[src/rtl/atmega_exint.sv]
// ATmega-style external (INTn) and pin-change interrupt controller on the 8-bit I/O bus.
// Pins are double-synchronised, edge-detected against a history stage, and gated by a warm-up counter.
module atmega_exint #(
   parameter PLATFORM = "XILINX",
   parameter int unsigned BUS_ADDR_DATA_LEN = 8,
   parameter int unsigned PORT_WIDTH = 8,
   parameter int unsigned EXT_INT_COUNT = 2,
   parameter logic [BUS_ADDR_DATA_LEN-1:0] EICRA_ADDR = 'h69,
   parameter logic [BUS_ADDR_DATA_LEN-1:0] EIMSK_ADDR = 'h3D,
   parameter logic [BUS_ADDR_DATA_LEN-1:0] EIFR_ADDR  = 'h3C,
   parameter logic [BUS_ADDR_DATA_LEN-1:0] PCICR_ADDR = 'h68,
   parameter logic [BUS_ADDR_DATA_LEN-1:0] PCIFR_ADDR = 'h3B,
   parameter logic [BUS_ADDR_DATA_LEN-1:0] PCMSK_ADDR = 'h6B
) (
   input  logic                         clk,
   input  logic                         rst,
   input  logic [BUS_ADDR_DATA_LEN-1:0] addr_dat,
   input  logic                         wr_dat,
   input  logic                         rd_dat,
   input  logic [7:0]                   bus_dat_in,
   output logic [7:0]                   bus_dat_out,
   input  logic [EXT_INT_COUNT-1:0]     ext_in,
   input  logic [PORT_WIDTH-1:0]        pc_in,
   output logic [EXT_INT_COUNT-1:0]     int_req,
   input  logic [EXT_INT_COUNT-1:0]     int_ack,
   output logic                         pcint_req,
   input  logic                         pcint_ack
);

   logic [EXT_INT_COUNT-1:0]   r_ext_s1, r_ext_s2, r_ext_s3;
   logic [PORT_WIDTH-1:0]      r_pc_s1, r_pc_s2, r_pc_s3;
   logic [1:0]                 r_warm;

   logic [2*EXT_INT_COUNT-1:0] r_eicra;
   logic [EXT_INT_COUNT-1:0]   r_eimsk;
   logic [EXT_INT_COUNT-1:0]   r_eifr;
   logic                       r_pcicr;
   logic                       r_pcifr;
   logic [PORT_WIDTH-1:0]      r_pcmsk;

   logic                       w_warm_done;
   logic [EXT_INT_COUNT-1:0]   w_ext_rise, w_ext_fall, w_ext_edge;
   logic [PORT_WIDTH-1:0]      w_pc_edge;
   logic                       w_wr_eicra, w_wr_eimsk, w_wr_eifr;
   logic                       w_wr_pcicr, w_wr_pcifr, w_wr_pcmsk;
   logic [EXT_INT_COUNT-1:0]   w_eifr_set, w_eifr_clr, w_eifr_nxt;
   logic                       w_pcifr_set, w_pcifr_clr, w_pcifr_nxt;

   assign w_warm_done = (r_warm == 2'd3);
   assign w_ext_rise  = r_ext_s2 & ~r_ext_s3;
   assign w_ext_fall  = ~r_ext_s2 & r_ext_s3;
   assign w_ext_edge  = r_ext_s2 ^ r_ext_s3;
   assign w_pc_edge   = r_pc_s2 ^ r_pc_s3;

   assign w_wr_eicra = wr_dat && (addr_dat == EICRA_ADDR);
   assign w_wr_eimsk = wr_dat && (addr_dat == EIMSK_ADDR);
   assign w_wr_eifr  = wr_dat && (addr_dat == EIFR_ADDR);
   assign w_wr_pcicr = wr_dat && (addr_dat == PCICR_ADDR);
   assign w_wr_pcifr = wr_dat && (addr_dat == PCIFR_ADDR);
   assign w_wr_pcmsk = wr_dat && (addr_dat == PCMSK_ADDR);

   // Sense 00 (low level) never sets the flag; the request follows the pin instead.
   always_comb begin
      w_eifr_set = '0;
      int_req    = '0;
      for (int unsigned n = 0; n < EXT_INT_COUNT; n++) begin
         case (r_eicra[2*n +: 2])
            2'b01:   w_eifr_set[n] = w_ext_edge[n] & w_warm_done;
            2'b10:   w_eifr_set[n] = w_ext_fall[n] & w_warm_done;
            2'b11:   w_eifr_set[n] = w_ext_rise[n] & w_warm_done;
            default: w_eifr_set[n] = 1'b0;
         endcase
         if (r_eicra[2*n +: 2] == 2'b00)
            int_req[n] = r_eimsk[n] & ~r_ext_s2[n];
         else
            int_req[n] = r_eimsk[n] & r_eifr[n];
      end
   end

   // Clear by write-1 or ack; a same-cycle set event takes priority.
   assign w_eifr_clr  = (w_wr_eifr ? bus_dat_in[EXT_INT_COUNT-1:0] : '0) | int_ack;
   assign w_eifr_nxt  = (r_eifr & ~w_eifr_clr) | w_eifr_set;

   assign w_pcifr_set = (|(w_pc_edge & r_pcmsk)) & w_warm_done;
   assign w_pcifr_clr = (w_wr_pcifr & bus_dat_in[0]) | pcint_ack;
   assign w_pcifr_nxt = (r_pcifr & ~w_pcifr_clr) | w_pcifr_set;

   assign pcint_req = r_pcicr & r_pcifr;

   always_ff @(posedge clk or negedge rst) begin
      if (!rst) begin
         r_ext_s1 <= '0;
         r_ext_s2 <= '0;
         r_ext_s3 <= '0;
         r_pc_s1  <= '0;
         r_pc_s2  <= '0;
         r_pc_s3  <= '0;
         r_warm   <= '0;
         r_eicra  <= '0;
         r_eimsk  <= '0;
         r_eifr   <= '0;
         r_pcicr  <= 1'b0;
         r_pcifr  <= 1'b0;
         r_pcmsk  <= '0;
      end else begin
         r_ext_s1 <= ext_in;
         r_ext_s2 <= r_ext_s1;
         r_ext_s3 <= r_ext_s2;
         r_pc_s1  <= pc_in;
         r_pc_s2  <= r_pc_s1;
         r_pc_s3  <= r_pc_s2;
         if (!w_warm_done)
            r_warm <= r_warm + 2'd1;
         if (w_wr_eicra)
            r_eicra <= bus_dat_in[2*EXT_INT_COUNT-1:0];
         if (w_wr_eimsk)
            r_eimsk <= bus_dat_in[EXT_INT_COUNT-1:0];
         if (w_wr_pcicr)
            r_pcicr <= bus_dat_in[0];
         if (w_wr_pcmsk)
            r_pcmsk <= bus_dat_in[PORT_WIDTH-1:0];
         r_eifr  <= w_eifr_nxt;
         r_pcifr <= w_pcifr_nxt;
      end
   end

   always_comb begin
      bus_dat_out = '0;
      if (rst && rd_dat) begin
         case (addr_dat)
            EICRA_ADDR: bus_dat_out = 8'(r_eicra);
            EIMSK_ADDR: bus_dat_out = 8'(r_eimsk);
            EIFR_ADDR:  bus_dat_out = 8'(r_eifr);
            PCICR_ADDR: bus_dat_out = {7'b0, r_pcicr};
            PCIFR_ADDR: bus_dat_out = {7'b0, r_pcifr};
            PCMSK_ADDR: bus_dat_out = 8'(r_pcmsk);
            default:    bus_dat_out = '0;
         endcase
      end
   end

endmodule

[config.mk]
export PLATFORM = sky130hd
export DESIGN_NAME = atmega_exint
export DESIGN_NICKNAME = d
export VERILOG_FILES = /design/src/rtl/atmega_exint.sv
export SDC_FILE = /design/constraint.sdc
export NUM_CORES = 1
export LEC_CHECK = 0
export BUFFER_PORTS_ARGS = -buffer_cell sky130_fd_sc_hd__clkbuf_2
export CORE_ASPECT_RATIO = 2
export CORE_UTILIZATION = 50
export DETAILED_ROUTE_END_ITERATION = 12
export PLACE_DENSITY = 0.85
export SLEW_MARGIN = 10
export SYNTH_ARGS = -nofsm -noshare
export SYNTH_HDL_FRONTEND = slang
export SYNTH_SLANG_ARGS = --single-unit
[constraint.sdc]
create_clock -name clk -period 1.7 [get_ports clk]
set_input_delay 0.085 -clock clk [delete_from_list [all_inputs] [get_ports clk]]
set_output_delay 0.085 -clock clk [all_outputs]
set_load 0.02 [all_outputs]
* Yosys cells after proc, flatten, opt, wreduce, memory -nomap -nowiden *
Index checks and enable logic that the tools add are counted.

word-level totals
  flip-flop bits (word level) = 50
  input bits = 33

cells by class
  add/subtract/negate cells = 1
  equality and inequality tests = 13
  mux-type cells = 7
  bitwise operators = 30
  reductions and logical operators = 10

operators by type and width
  cell                                           number
  case mux 8 bit (6 select lines)                1
  == test 8 x 6 -> 1 bit, second input constant  3
  == test 8 x 7 -> 1 bit, second input constant  3
  AND 1 bit                                      14
  == test 2 bit, second input constant           5
  AND 8 bit                                      1
  2-to-1 mux 8 bit                               1
  OR reduction 8 bit                             1
  bitwise XOR 8 bit                              1
  logical AND 1 bit                              7
  AND 2 bit                                      3
  NOT 2 bit                                      3
  case mux 1 bit (3 select lines)                2
  == test 2 x 1 -> 1 bit, second input constant  2
  logical NOT 2 bit                              2
  OR 2 bit                                       2
  NOT 1 bit                                      3
  adder 2 x 1 -> 2 bit, second input constant    1
  2-to-1 mux 1 bit                               2
  2-to-1 mux 2 bit                               1
  OR 1 bit                                       2
  bitwise XOR 2 bit                              1

* Logic depth before layout (Yosys ltp) *
  word-level depth = 7
  depth in mapped cells = 6
  mapped depth without buffers = 6

* Worst setup path before layout *
Ideal clock, no wire load.

  path kind = input to output
  start = input port addr_dat[0]
  end = output port bus_dat_out[1]
  data arrival time = 1.291 ns
  data required time = 1.615 ns
  setup slack = 0.324 ns
  cell stages on the path = 5
  path buffers = 1
  cell sequence = buf_2 > and4b_1 > and2b_2 > a32oi_1 > a211oi_1

on the way
  longest elaborated chain between the ends = 3
  elaborated cells between the ends (all ways) = 8
  classes of those cells = 6 x eq/ne; 2 x mux

ends and longest elaborated chain
  item                                                                     line  RTL
  from (decl)                                                              17    input logic [BUS_ADDR_DATA_LEN-1:0] addr_dat,
  == test 8 x 7 -> 1 bit / == test 8 x 6 -> 1 bit (equally long branches)  130   case (addr_dat)
  case mux 8 bit (6 select lines) (*)                                      130
  2-to-1 mux 8 bit (*)                                                     129   if (rst && rd_dat) begin
  to (decl)                                                                21    output logic [7:0] bus_dat_out,

Mark *: on every way between the ends. The rest lies on a longest branch, timed or not.

* Final worst setup path *
  start = register r_eicra[0]
  end = output port bus_dat_out[0]

on the way
  longest elaborated chain between the ends = 2

ends and longest elaborated chain
  item                             line  RTL
  from (decl)                      34    logic [2*EXT_INT_COUNT-1:0] r_eicra;
  from (signal assigned)           115   r_eicra <= bus_dat_in[2*EXT_INT_COUNT-1:0];
  case mux 8 bit (6 select lines)  130
  2-to-1 mux 8 bit                 129

No other way between the ends.

==> results by stage <==
Placement:
- The final weighted congestion in routability-driven placement is about 0.85.
- Summing all placed instances gives a cell area of between 2000 and 2500 um^2.
- The estimated wirelength of the detail-placed design is 2.96 mm.
- The count of buffers added on input and output ports is 43.
- Counting tap cells, the placed design contains a total of between 200 and 300 instances.

Synth:
- The synthesized area per cell is 13.1 um^2.
- The number of different library cells in the post-synthesis netlist is 38.
- The number of nets in the synthesized netlist is 200.
- By area the synthesized netlist is led by sky130_fd_sc_hd__dfrtp_1 59%, sky130_fd_sc_hd__mux2_2 7.4%, sky130_fd_sc_hd__xor2_1 3.7%.
- The synthesized-area fraction occupied by ao, oa, aoi and oai cells is 0.0766.
- Counting flops with an async set or reset pin after synthesis yields a share of 1.00.
- In this run the cell area of the synthesized design comes to 2120 um^2.
- The share of synthesized area in the top cell type comes to 0.589.
- The main flop type after synthesis is sky130_fd_sc_hd__dfrtp_1.
- In this run, synthesis inferred 0 flip-flops with an integrated enable.
- The dominant combinational cell family by area after synthesis is simple AND/OR/NAND/NOR gates.
- For this run, the number of Yosys warnings is 0.
- Synthesis produced a netlist whose cell count is 162.
- Of the total synthesized cell area, the portion taken by full adders, half adders and majority gates is 0.0295.
- Of the synthesized area, sequential elements account for 0.589.
- Of the total synthesized cell area, the portion taken by XOR and XNOR cells is 0.0412.
- After synthesis, the share of cell area in mux cells is 0.112.
- Of the total synthesized cell area, the portion taken by AND, OR, NAND and NOR gates is 0.128.
- After synthesis the netlist holds a flip-flop and latch count of 50.
- The synthesized design spends more area on one cell type than any other, namely sky130_fd_sc_hd__dfrtp_1.

Worst hold path:
- The class of the tightest hold or removal check is primary input to register.

Global routing:
- For this run, global-route usage on met2 was measured as 0.358.
- The first global-routing pass estimated about 6.4 mm of wire.
- The routing layer with the top usage in global route is met2.
- Entering global routing, the biggest net connects 51 pins.
- For this run, the total global-route usage over all layers was measured as 0.209.
- The met1 track utilization from global routing is 0.195.
- The number of antenna violations at the first check in global routing is 0.
- The number of global-route vias before repair came to 1,529.
- Summed over all layers, the global routing overflow is 0.
- In the global route stage, met3 resource usage came out at 0.0462.

STA:
- In the final timing run, aggregate negative setup slack is 0 ns.
- For the pin with the worst max-slew slack, the measured transition is approximately 0.61 ns.
- The largest clock skew in the final design is 0.00844 ns.
- Setup violations remaining at the end of the flow were counted as 0.
- Headroom to the max-slew limit came out at 0.596.
- The maximum frequency from static timing analysis is 615 MHz.
- The worst path needs 1.63 ns of the cycle, external delays included.
- The total count of hold-check failures in the final report is 0.
- The final cycle utilization of the critical path is 0.956.
- Hold timing on the final database bottoms out at a slack of 0.0313 ns.
- Setup repair after global routing left no endpoint under its margin.
- The final number of max-transition violations came to 0.

CTS:
- The clock tree root driver cell is sky130_fd_sc_hd__clkbuf_8.
- The number of levels the H-tree was split into is 2.
- The clock latency on the worst-skew pair is 0.31 ns.
- The clock transition at the register clock pins on the worst setup and hold paths after CTS is 0.09 ns.
- TritonCTS built the clock tree.
- The number of CTS-inserted buffers is 5.
- The maximum clock insertion buffer count is 2.
- The clock sink count is 50.

Detailed routing:
- The first detailed-routing pass ran for 4 iterations.
- In this run the remaining antenna-violating nets after routing total 0.
- In this run, the number of DRC markers left after iteration 0 of detailed routing was 25.
- The mean routed wirelength per cell is 14.7 um.
- The number of vias in the routed layout is 1,524.
- For this run, design rule violations remaining after detail routing come to 0.
- The via-per-instance ratio is 5.44.
- For this block, the routed nets add up to 4.12 mm of wire.

Layout:
- For this run, the share of the core covered by cells in the final layout is 0.655.
- The layout-stage area growth over the synthesis result is 26.0%.
- Of the cells placed in the final design, the portion with a size suffix greater than 1 is 0.342.
- The number of antenna diodes in the final layout is 0.
- The net count reported at finish is roughly 270.
- Excluding fillers, the count of instances in the completed layout stands at 280.
- The finished cells cover 2680 um^2.

Status:
- The run finished with clean final reports.

Power:
- The maximum VDD drop is 726 uV.
- The power per unit of standard cell area is 882 nW/um^2.
- The analysis attributes to cell leakage a power of approximately 1.3 nW.

Floorplan:
- The core region is ~4100 um^2.
- The floorplan step set the die height to 94.2 um.
- In this run the core area contains 33 standard-cell rows.
- The top-level I/O count is 44.
- The horizontal die dimension is just under 50 um.
- The die footprint is between 4000 and 5000 um^2.
- The initial utilization of the core area, before any placement, comes to 0.519.

Critical path:
- The data arrival time of the worst path is 1.54 ns.
- The worst setup path is of the register to output port kind.
- The signal on the critical path passes through mux2i_1 > nor3_1 > o21ai_0 > a21oi_1 > clkbuf_2.
- The number of buffers and inverters on the critical path is 1.
- Among all stages on the critical path, the largest delay is contributed by sky130_fd_sc_hd__dfrtp_1.
- On the worst path, the slowest cell contributes a delay of between 0.4 and 0.5 ns.
- The endpoint type of the worst setup path is an output port.
- Of all nets on the critical path, the largest fanout is 6.
- Data on the critical path is required at its endpoint by around 1.6 ns.
- The kind of cell with the highest combined delay along the critical path is flip-flops.
- STA classifies the critical path startpoint as a register.

Run:
- Max-cap violations in this run came to 0.
==> path summary, 6_finish.rpt <==
check | cells after the start | slack (ns) | start | to
setup / recovery | 5 | 0.07 | r_eicra[0] | bus_dat_out[0]
hold / removal | 2 | 0.03 | bus_dat_in[2] | r_eicra[2]
setup reg to reg | 6 | 0.36 | r_ext_s2[0] | r_eifr[0]
hold reg to reg | 0 | 0.35 | r_pc_s1[7] | r_pc_s2[7]
max in group asynchronous | 3 | 0.85 | rst | r_pc_s1[6]
min in group asynchronous | 3 | 0.44 | rst | r_eicra[0]
==> kinds of logic after synthesis <==
logic type | after synthesis
AO/OA/AOI/OAI | 23
multiplexers | 20
AND/OR/NAND/NOR | 41
adder cells (fa/ha/maj) | 5
flip-flops | 50
XOR/XNOR | 10
buffers and inverters | 13
==> cell usage in the layout (no fill, tap or decap), types with 2 or more instances in the layout <==
cell                            instances
sky130_fd_sc_hd__clkbuf_8               5
sky130_fd_sc_hd__xor2_1                 9
sky130_fd_sc_hd__dfrtp_1               50
sky130_fd_sc_hd__nor3_1                 5
sky130_fd_sc_hd__a21oi_1                2
sky130_fd_sc_hd__inv_1                 12
sky130_fd_sc_hd__dlygate4sd3_1         14
sky130_fd_sc_hd__nand4_1                2
sky130_fd_sc_hd__a22oi_1                6
sky130_fd_sc_hd__clkbuf_2              42
sky130_fd_sc_hd__nand2_1                8
sky130_fd_sc_hd__and2_1                 5
sky130_fd_sc_hd__and4b_1                2
sky130_fd_sc_hd__ha_1                   5
sky130_fd_sc_hd__o21ai_0                4
sky130_fd_sc_hd__nand2_2                2
sky130_fd_sc_hd__mux2i_1                2
sky130_fd_sc_hd__nand3_1                2
sky130_fd_sc_hd__buf_4                  2
sky130_fd_sc_hd__nand2b_1               3
sky130_fd_sc_hd__mux2_2                14
sky130_fd_sc_hd__mux2_4                 4
sky130_fd_sc_hd__o22ai_1                2
sky130_fd_sc_hd__a32o_1                 2
sky130_fd_sc_hd__inv_6                  2
sky130_fd_sc_hd__nor2_1                 3
==> what timing repair did <==
item,4_1_cts,5_1_grt
setup endpoints to repair,0,1
endpoints found under the hold margin,62,1
buffers inserted,0,1
gates resized for setup,0,3
hold buffers,13,1
==> area by class of cell <==
type                            count  area [um^2]
Inverter                           12         45.0
Multi-Input combinational cell     99          828
Timing Repair Buffer               59          370
Tap cell                           52         65.1
Fill cell                         309         1410
Clock inverter                      3         47.5
Clock buffer                        5         68.8
Sequential cell                    50         1250
==> through the flow <==
step | power, W | setup WS (ns)
floorplan | 0.00140 | 0.324
global placement | 0.00149 | 0.228
detailed placement | 0.00151 | 0.119
CTS | 0.00238 | 0.0419
global route | 0.00247 | 0.0179
finish | 0.00236 | 0.0748
==> state kept, by name (all words and copies together) (netlist names), 2 cells and up <==
signal and count:
r_eicra 4, r_eifr 2, r_eimsk 2, r_ext_s1 2, r_ext_s2 2, r_ext_s3 2
r_pc_s1 8, r_pc_s2 8, r_pc_s3 8, r_pcmsk 8, r_warm 2
==> cell usage after synthesis, types with 2 or more instances <==
cell type                   n
sky130_fd_sc_hd__a21oi_1    2
sky130_fd_sc_hd__nand2_2    2
sky130_fd_sc_hd__xor2_1     9
sky130_fd_sc_hd__a32o_1     2
sky130_fd_sc_hd__nand4_1    2
sky130_fd_sc_hd__nor3_1     5
sky130_fd_sc_hd__dfrtp_1   50
sky130_fd_sc_hd__nand3_1    2
sky130_fd_sc_hd__and4b_1    2
sky130_fd_sc_hd__mux2_4     4
sky130_fd_sc_hd__mux2_2    14
sky130_fd_sc_hd__nand2_1    8
sky130_fd_sc_hd__a22oi_1    6
sky130_fd_sc_hd__inv_1     12
sky130_fd_sc_hd__nor2_1     3
sky130_fd_sc_hd__nand2b_1   3
sky130_fd_sc_hd__mux2i_1    2
sky130_fd_sc_hd__o22ai_1    2
sky130_fd_sc_hd__o21ai_0    5
sky130_fd_sc_hd__ha_1       5
sky130_fd_sc_hd__and2_1     5
==> layer usage <==
| metal | routed length (um) | part of all wire | vias up |
|---|---|---|---|
| met5 | 0 | 0 | - |
| met4 | 228 | 0.055 | 0 |
| met3 | 143 | 0.035 | 19 |
| met1 | 1520 | 0.37 | 753 |
| li1 | - | - | 701 |
| met2 | 2220 | 0.54 | 51 |
==> power by group <==
group	total (W)	leakage, nW	internal, W	switching [W]
registers	0.00130	0.614	0.00125	0.0000427
logic	0.000216	0.636	0.000112	0.000104
clock network	0.000849	0.0591	0.000449	0.000400
(Power assumes the default switching activity.)
